## config.mk

```make
export PLATFORM = sky130hd
export DESIGN_NAME = systolic_sequencer
export DESIGN_NICKNAME = d
export VERILOG_FILES = /design/src/rtl/systolic_sequencer.sv
export SDC_FILE = /design/constraint.sdc
export NUM_CORES = 1
export LEC_CHECK = 0
export CAP_MARGIN = 20
export CORE_MARGIN = 3
export CORE_UTILIZATION = 52
export CTS_BUF_LIST = sky130_fd_sc_hd__clkbuf_2
export DETAILED_ROUTE_END_ITERATION = 10
export HOLD_SLACK_MARGIN = 0.1
export MAX_ROUTING_LAYER = met4
export PLACE_DENSITY = 0.82
export SYNTH_ARGS = -nofsm -noshare
export SYNTH_HDL_FRONTEND = slang
export SYNTH_SLANG_ARGS = --single-unit
```

## constraint.sdc

```tcl
create_clock -name clk -period 6.6 [get_ports clk]
set_input_delay 0.66 -clock clk [delete_from_list [all_inputs] [get_ports clk]]
set_output_delay 0.66 -clock clk [all_outputs]
set_load 0.01 [all_outputs]
```

## src/rtl/systolic_sequencer.sv

```systemverilog
// systolic_sequencer: runs one 2x2 systolic tile operation per start pulse.
// Fetches four weights (B+0..3) and four inputs (B+4..7) from the scratchpad,
// loads the weights, streams the inputs skewed into the array, captures the
// accumulators and writes four saturated results to B+8..11. All addresses
// wrap modulo 2^AW.
//
// Ports:
//   clk, rst_n          clock, synchronous active-low reset
//   start, base_addr    operation request from the decoder (sampled in IDLE)
//   busy, done          status: busy in every non-IDLE state, done pulses once
//   mem_rd_*            scratchpad read port (data returns one cycle later)
//   mem_wr_*            scratchpad write port
//   acc_clear, load_weight, weights, valid, a_in0, a_in1, capture_res, res_in
//                       array control and data
//
// Outputs are decoded only from registered state, step counter and data
// registers, so there is no input-to-output combinational path.
module systolic_sequencer #(
    parameter int unsigned DW   = 8,
    parameter int unsigned ACCW = 16,
    parameter int unsigned AW   = 5
) (
    input  logic              clk,
    input  logic              rst_n,
    input  logic              start,
    input  logic [AW-1:0]     base_addr,
    output logic              busy,
    output logic              done,
    output logic              mem_rd_en,
    output logic [AW-1:0]     mem_rd_addr,
    input  logic [DW-1:0]     mem_rd_data,
    output logic              mem_wr_en,
    output logic [AW-1:0]     mem_wr_addr,
    output logic [DW-1:0]     mem_wr_data,
    output logic              acc_clear,
    output logic              load_weight,
    output logic [4*DW-1:0]   weights,
    output logic              valid,
    output logic [DW-1:0]     a_in0,
    output logic [DW-1:0]     a_in1,
    output logic              capture_res,
    input  logic [4*ACCW-1:0] res_in
);

    typedef enum logic [3:0] {
        StIdle, StFetchW, StLoadW, StFetchX, StCompute,
        StDrain, StCapture, StStore, StDone
    } state_e;

    localparam int SatMax = (2 ** (DW - 1)) - 1;
    localparam int SatMin = -(2 ** (DW - 1));

    state_e                 state_q;
    logic [2:0]             k_q;
    logic [AW-1:0]          base_q;
    logic [DW-1:0]          w_q [4];
    logic [DW-1:0]          x_q [4];
    logic signed [ACCW-1:0] r_q [4];

    // Read data for the request issued at step k-1 arrives at step k.
    logic [1:0] slot;
    assign slot = k_q[1:0] - 2'd1;

    function automatic logic [DW-1:0] sat(input logic signed [ACCW-1:0] v);
        if (int'(v) > SatMax) return DW'(SatMax);
        if (int'(v) < SatMin) return DW'(SatMin);
        return v[DW-1:0];
    endfunction

    always_ff @(posedge clk) begin
        if (!rst_n) begin
            state_q <= StIdle;
            k_q     <= '0;
            base_q  <= '0;
            for (int i = 0; i < 4; i++) begin
                w_q[i] <= '0;
                x_q[i] <= '0;
                r_q[i] <= '0;
            end
        end else begin
            k_q <= k_q + 3'd1;
            unique case (state_q)
                StIdle: begin
                    k_q <= '0;
                    if (start) begin
                        base_q  <= base_addr;
                        state_q <= StFetchW;
                    end
                end
                StFetchW: begin
                    if (k_q != 3'd0) w_q[slot] <= mem_rd_data;
                    if (k_q == 3'd4) begin
                        state_q <= StLoadW;
                        k_q     <= '0;
                    end
                end
                StLoadW: begin
                    state_q <= StFetchX;
                    k_q     <= '0;
                end
                StFetchX: begin
                    if (k_q != 3'd0) x_q[slot] <= mem_rd_data;
                    if (k_q == 3'd4) begin
                        state_q <= StCompute;
                        k_q     <= '0;
                    end
                end
                StCompute: begin
                    if (k_q == 3'd2) begin
                        state_q <= StDrain;
                        k_q     <= '0;
                    end
                end
                StDrain: begin
                    if (k_q == 3'd1) begin
                        state_q <= StCapture;
                        k_q     <= '0;
                    end
                end
                StCapture: begin
                    for (int i = 0; i < 4; i++) r_q[i] <= res_in[i*ACCW +: ACCW];
                    state_q <= StStore;
                    k_q     <= '0;
                end
                StStore: begin
                    if (k_q == 3'd3) begin
                        state_q <= StDone;
                        k_q     <= '0;
                    end
                end
                StDone: begin
                    state_q <= StIdle;
                    k_q     <= '0;
                end
                default: begin
                    state_q <= StIdle;
                    k_q     <= '0;
                end
            endcase
        end
    end

    assign weights = {w_q[3], w_q[2], w_q[1], w_q[0]};
    assign busy    = (state_q != StIdle);

    always_comb begin
        done        = 1'b0;
        mem_rd_en   = 1'b0;
        mem_rd_addr = '0;
        mem_wr_en   = 1'b0;
        mem_wr_addr = '0;
        mem_wr_data = '0;
        acc_clear   = 1'b0;
        load_weight = 1'b0;
        valid       = 1'b0;
        a_in0       = '0;
        a_in1       = '0;
        capture_res = 1'b0;
        unique case (state_q)
            StFetchW: begin
                if (k_q < 3'd4) begin
                    mem_rd_en   = 1'b1;
                    mem_rd_addr = base_q + AW'(k_q);
                end
            end
            StLoadW: begin
                load_weight = 1'b1;
                acc_clear   = 1'b1;
            end
            StFetchX: begin
                if (k_q < 3'd4) begin
                    mem_rd_en   = 1'b1;
                    mem_rd_addr = base_q + AW'(3'd4) + AW'(k_q);
                end
            end
            StCompute: begin
                // Row 1 lags row 0 by one cycle: x_q = {X11, X10, X01, X00}.
                valid = 1'b1;
                unique case (k_q)
                    3'd0:    a_in0 = x_q[0];
                    3'd1: begin
                        a_in0 = x_q[2];
                        a_in1 = x_q[1];
                    end
                    default: a_in1 = x_q[3];
                endcase
            end
            StCapture: capture_res = 1'b1;
            StStore: begin
                mem_wr_en   = 1'b1;
                mem_wr_addr = base_q + AW'(4'd8) + AW'(k_q);
                mem_wr_data = sat(r_q[k_q[1:0]]);
            end
            StDone: done = 1'b1;
            default: ;
        endcase
    end

endmodule

```

# After elaboration in Yosys (flattened, before gate mapping)
# Memories as Yosys holds them, arrays and structs flattened. A register that Yosys moved wholly into a read port is not among the register bits.
# Cells that the tools add are included.
[word_totals] reg_bits=12 ramBits=128 in_bits=80 output_inout_bits=74 elab_cells=105 n_memories=3
[classes] n_addsub=7 order_cmp=3 eq_ne=18 mux=58 bitwise_logic=4 n_reduce_logical=9
[memory_table] name="r_q" depth=4 width=16 rd=1 rd_ports_with_merged_regs=1 write_ports=4 line="58" source="logic signed [ACCW-1:0] r_q [4];"
[memory_table] name="w_q" depth=4 width=8 rd=4 rd_ports_with_merged_regs=0 write_ports=4 line="56" source="logic [DW-1:0] w_q [4];"
[memory_table] name="x_q" depth=4 width=8 rd=4 rd_ports_with_merged_regs=0 write_ports=4 line="57" source="logic [DW-1:0] x_q [4];"
[ops] operator="2-to-1 mux 8 bit" n=9
[ops] operator="2-to-1 mux 16 bit" n=4
[ops] operator="one-hot mux 4 bit (8 select lines)" n=1
[ops] operator="one-hot mux 8 bit (2 select lines)" n=2
[ops] operator="2-to-1 mux 1 bit" n=24
[ops] operator="2-to-1 mux 4 bit" n=6
[ops] operator="equality test 4 x 3 -> 1 bit (second input constant)" n=4
[ops] operator="> comparator 16 x 8 -> 1 bit (second input constant)" n=1
[ops] operator="less-than comparator 16 x 8 -> 1 bit (second input constant)" n=1
[ops] operator="OR reduction 8 bit" n=2
[ops] operator="adder 5 x 3 -> 5 bit" n=3
[ops] operator="2-to-1 mux 5 bit" n=3
[ops] operator="2-to-1 mux 3 bit" n=4
[ops] operator="inequality test 2 bit (second input constant)" n=6
[ops] operator="one-hot mux 3 bit (4 select lines)" n=1
[ops] operator="one-hot mux 5 bit (2 select lines)" n=1
[ops] operator="equality test 4 x 2 -> 1 bit (second input constant)" n=2
[ops] operator="equality test 3 x 2 -> 1 bit (second input constant)" n=2
[ops] operator="2-to-1 mux 2 bit" n=3
[ops] operator="AND reduction 6 bit" n=1
[ops] operator="adder 5 x 3 -> 5 bit (second input constant)" n=1
[ops] operator="adder 5 x 4 -> 5 bit (second input constant)" n=1
[ops] operator="equality test 4 x 1 -> 1 bit (second input constant)" n=1
[ops] operator="equality test 4 bit (second input constant)" n=1
[ops] operator="other kinds (12)" n=15

# Logic depth before layout (Yosys ltp)
[logic_depth] ltp_word=8 depth_mapped=9

# Worst setup path after synthesis
# OpenSTA, ideal clock, no wires.
[synth_timing] path_type="register to register" startpoint="register state_q[1]" endpoint="memory r_q[0][0], enable pin" setup_time_ns=0.574 arrival_ns=5.260 required_ns=6.026 slack_ns=0.765 path_stages_with_launch=4 path_buffers=1 cell_sequence="dfxtp_1 > buf_2 > nand2b_1 > o21ai_0"
[synth_lines] element="start: declaration" line="53" source="state_e state_q;"
[synth_lines] element="start signal: assignment" line="72" source="state_q <= StIdle;"
[synth_lines] element="start signal: assignment" line="87" source="state_q <= StFetchW;"
[synth_lines] element="start signal: assignment" line="93" source="state_q <= StLoadW;"
[synth_lines] element="end: declaration" line="58"

# Final worst setup path
[layout_timing] startpoint="register k_q[1]" endpoint="output port a_in1[5]"
[layout_via] elab_chain_cells=3 word_cells_on_any_way=4 classes_between="eq/ne (1); mux (2); reduce/logical (1)"
[layout_rtl] element="start: declaration" line="54" source="logic [2:0] k_q;"
[layout_rtl] element="start signal: assignment" line="81" source="k_q <= k_q + 3'd1;"
[layout_rtl] element="equality test 3 x 1 -> 1 bit / logical NOT 3 bit (equally long branches)" line="179" source="unique case (k_q)"
[layout_rtl] element="one-hot mux 8 bit (2 select lines) *" line="179"
[layout_rtl] element="2-to-1 mux 8 bit *" line="159" source="unique case (state_q)"
[layout_rtl] element="end: declaration" line="40" source="output logic [DW-1:0] a_in1,"
# Every way passes the cells marked *; elsewhere a longest branch is shown, timed or not.

==> flow_summary.json <==
{
  "startpoint_type": "flip-flop",
  "slew-limit-headroom": 0.350,
  "cts_repair_resize_count": 0,
  "drt_wl_total_mm": 15.2,
  "instances_no_fill": 843,
  "routed_wire_length_per_instance_um": 18.1,
  "most_frequent_standard_cell_in_the_layout_excluding_fill_and_tap_cells": "clkdlybuf4s50_1",
  "grt_util_all_layers": 0.225,
  "synthesized_netlist_cell_count": 511,
  "initial_core_util": 0.546,
  "min_path_cells": 2,
  "maxCapViolCount": 0,
  "finalWeightedCongestion": 0.872,
  "setup_viol": 0,
  "timing.critical_path.cells": "inv_1 -> ha_1 -> o21ai_1 -> a22oi_1 -> nor2_1 -> clkdlybuf4s50_1",
  "standard_cell_row_count": 40,
  "antenna_cells": 0,
  "cts_tree": "done",
  "final_antenna_net_count": 0,
  "cp-end-kind": "output pin",
  "placeableCoreArea_um2": 12300,
  "synth_fa_ha_area_frac": 0.0331,
  "crit_path_top_delay_cell": "dfxtp_1",
  "clock_path_buffers": 2,
  "floorplan.io_pins": 154,
  "rr_worst_depth": 6,
  "p_leak_nw": 3.15,
  "fin_nets": 758,
  "synth-async-reset-ratio": 0,
  "cts_hold_buf": 0,
  "first_global_vias": 4638,
  "startpoint": "k_q[1]",
  "dpl.hpwl_mm": 11.3,
  "chipHeight_um": 120,
  "worst_slew_pin_slew_ps": 973,
  "arrival_ps": 3760,
  "cp_data_required_time_ps": 5940,
  "synth_compound_gate_area_share": 0.0633,
  "hold_path.class": "reg -> reg",
  "post_cts_buffers": 0,
  "vias": 4577,
  "hp-start": "base_q[0]",
  "min_period_ps": 4420,
  "dp.cells": 807,
  "antenna_found_initial": 0,
  "cp_delay_by_family_top": "flip-flops",
  "synth_top_family_by_area": "simple AND/OR/NAND/NOR gates",
  "grt-ovfl-total": 0,
  "grt_max_degree": 65,
  "cts-root-buf": "clkbuf_2",
  "skew_ps": 41.4,
  "drt_pass1_iterations": 5,
  "post_synth_simple_gate_area": 0.205,
  "yosys_register_bits": 140,
  "clock_tree.htree_level_count": 4,
  "synthFlopType": "edfxtp_1",
  "muxShareOfSynthArea": 0.0551,
  "post_dp_cell_area_um2": 8360,
  "cp.buffers_inverters": 2,
  "yosysUniqueCellTypes": 53,
  "clkLatencyLatePin_ps": 670,
  "critPathMaxStageDelay_ps": 1000,
  "timing.rr.start": "k_q[1]",
  "syn-cell-area_um2": 6720,
  "synthToLayoutAreaGrowth_pct": 28.1,
  "post-route-cell-area_um2": 8620,
  "timing_hold_violations_final": 0,
  "setup_total_negative_slack_ps": 0,
  "worst-path-max-fanout": 20,
  "place.port_buffers": 153,
  "clock_sink_count": 140,
  "fmax_mhz": 226,
  "die_width_um": 120,
  "synth_edf_count": 128,
  "status": "finished, final reports clean",
  "power_density_over_the_cells_nw_per_um2": 225,
  "post-route-drc-count": 0,
  "die-area_um2": 14300,
  "most-common-layout-cells": "153 x clkdlybuf4s50_1, 129 x and2_1, 128 x edfxtp_1, 26 x nor2_1, 21 x nand2_1",
  "yosys_synthesis_warning_count": 0,
  "ir_drop_uv": 134,
  "clkTransAtPathRegs_ps": 190,
  "layout.core_utilization": 0.700,
  "cp.depth": 6,
  "grt_setup_unrepaired": "false",
  "avgSynthCellArea_um2": 13.2,
  "worst-setup-path-type": "reg -> out",
  "cts_buffer_count": 17,
  "synth.net_count": 607,
  "post_route_cells_drive_above_1_share": 0.0993,
  "grt_first_pass_wirelength_mm": 24.1,
  "synth_sequential_area_ratio": 0.607,
  "post_synthesis_share_of_cell_area_spent_on_xor_and_xnor_gates": 0.00521,
  "post-route-period-util": 0.670,
  "vias_per_cell": 5.43,
  "first_iter_violations": 316,
  "slew_viol_final": 0
}
cells by family (layout without fill, tap and decap cells):
group	count (synthesis)	after routing
and+or+nand+nor	226	226
DFF	140	140
AOI/OAI and AO/OA	63	63
buffers and inverters	45	209
muxes	17	17
adders and majority gates	16	16
xor gates and xnor gates	4	4
state kept, by name, summed over array words and instances, names as in the netlist:
signal   cells
base_q       5
k_q          3
r_q         64
state_q      4
w_q         32
x_q         32
routing by layer:
| layer | global-route usage | share of wire | vias up |
|---|---|---|---|
| met2 | 0.372 | 0.51 | 194 |
| li1 | - | - | 2141 |
| met1 | 0.279 | 0.40 | 2214 |
| met5 | - | 0 | - |
| met3 | 0.0481 | 0.069 | 28 |
| met4 | 0.0773 | 0.017 | 0 |
power breakdown:
part	internal, mW	leakage [nW]	total [mW]	switching (mW)
sequential	1.01	1.42	1.06	0.0456
combinational	0.188	1.59	0.399	0.211
clock	0.175	0.137	0.480	0.305
total	1.38	3.15	1.94	0.562
metrics by stage:
step                      hold slack [ps]  setup WS [ps]  power (mW)
after global routing                  470           1880        2.03
after CTS                             473           2050        1.94
after detailed placement              458           2840        1.48
final                                 477           2180        1.94
after floorplan                       440            765        1.31
after global placement                451           3010        1.46
synthesized netlist by cell type, drive strengths merged, types with 4 or more instances:
| master | number | share of area |
|---|---|---|
| nand3 | 6 | 0.0045 |
| inv | 16 | 0.0089 |
| nand2 | 21 | 0.012 |
| o21ai | 15 | 0.011 |
| edfxtp | 128 | 0.57 |
| nor3 | 8 | 0.010 |
| or3 | 4 | 0.0045 |
| buf | 18 | 0.016 |
| dfxtp | 12 | 0.036 |
| ha | 13 | 0.024 |
| clkbuf | 10 | 0.0056 |
| nor2b | 5 | 0.0047 |
| mux4 | 16 | 0.054 |
| and2 | 129 | 0.12 |
| a22oi | 17 | 0.019 |
| a21oi | 10 | 0.0074 |
| and3 | 5 | 0.0047 |
| nand2b | 8 | 0.0074 |
| nor4 | 5 | 0.011 |
| nor2 | 26 | 0.015 |
final timing paths:
path | end | slack (ps)
hold reg to reg | base_q[0] | 480
setup reg to reg | x_q[3][0] | 3180
hold / removal | base_q[0] | 480
setup / recovery | a_in1[5] | 2180
final cells by class:
type | count | area [µm²]
sequential | 140 | 4080
fill | 861 | 3700
multi-input combinational | 326 | 2450
timing repair buffer | 160 | 1580
tap | 168 | 210
clock inverter | 14 | 145
clock buffer | 18 | 90.1
inverter | 17 | 63.8
tightest hold or removal path: stages, from the launching register on:
cell and delay, ps:
dfxtp_1 360, nand2_1 50, a21oi_1 50
Note: power is estimated with default switching activity, not from simulation.
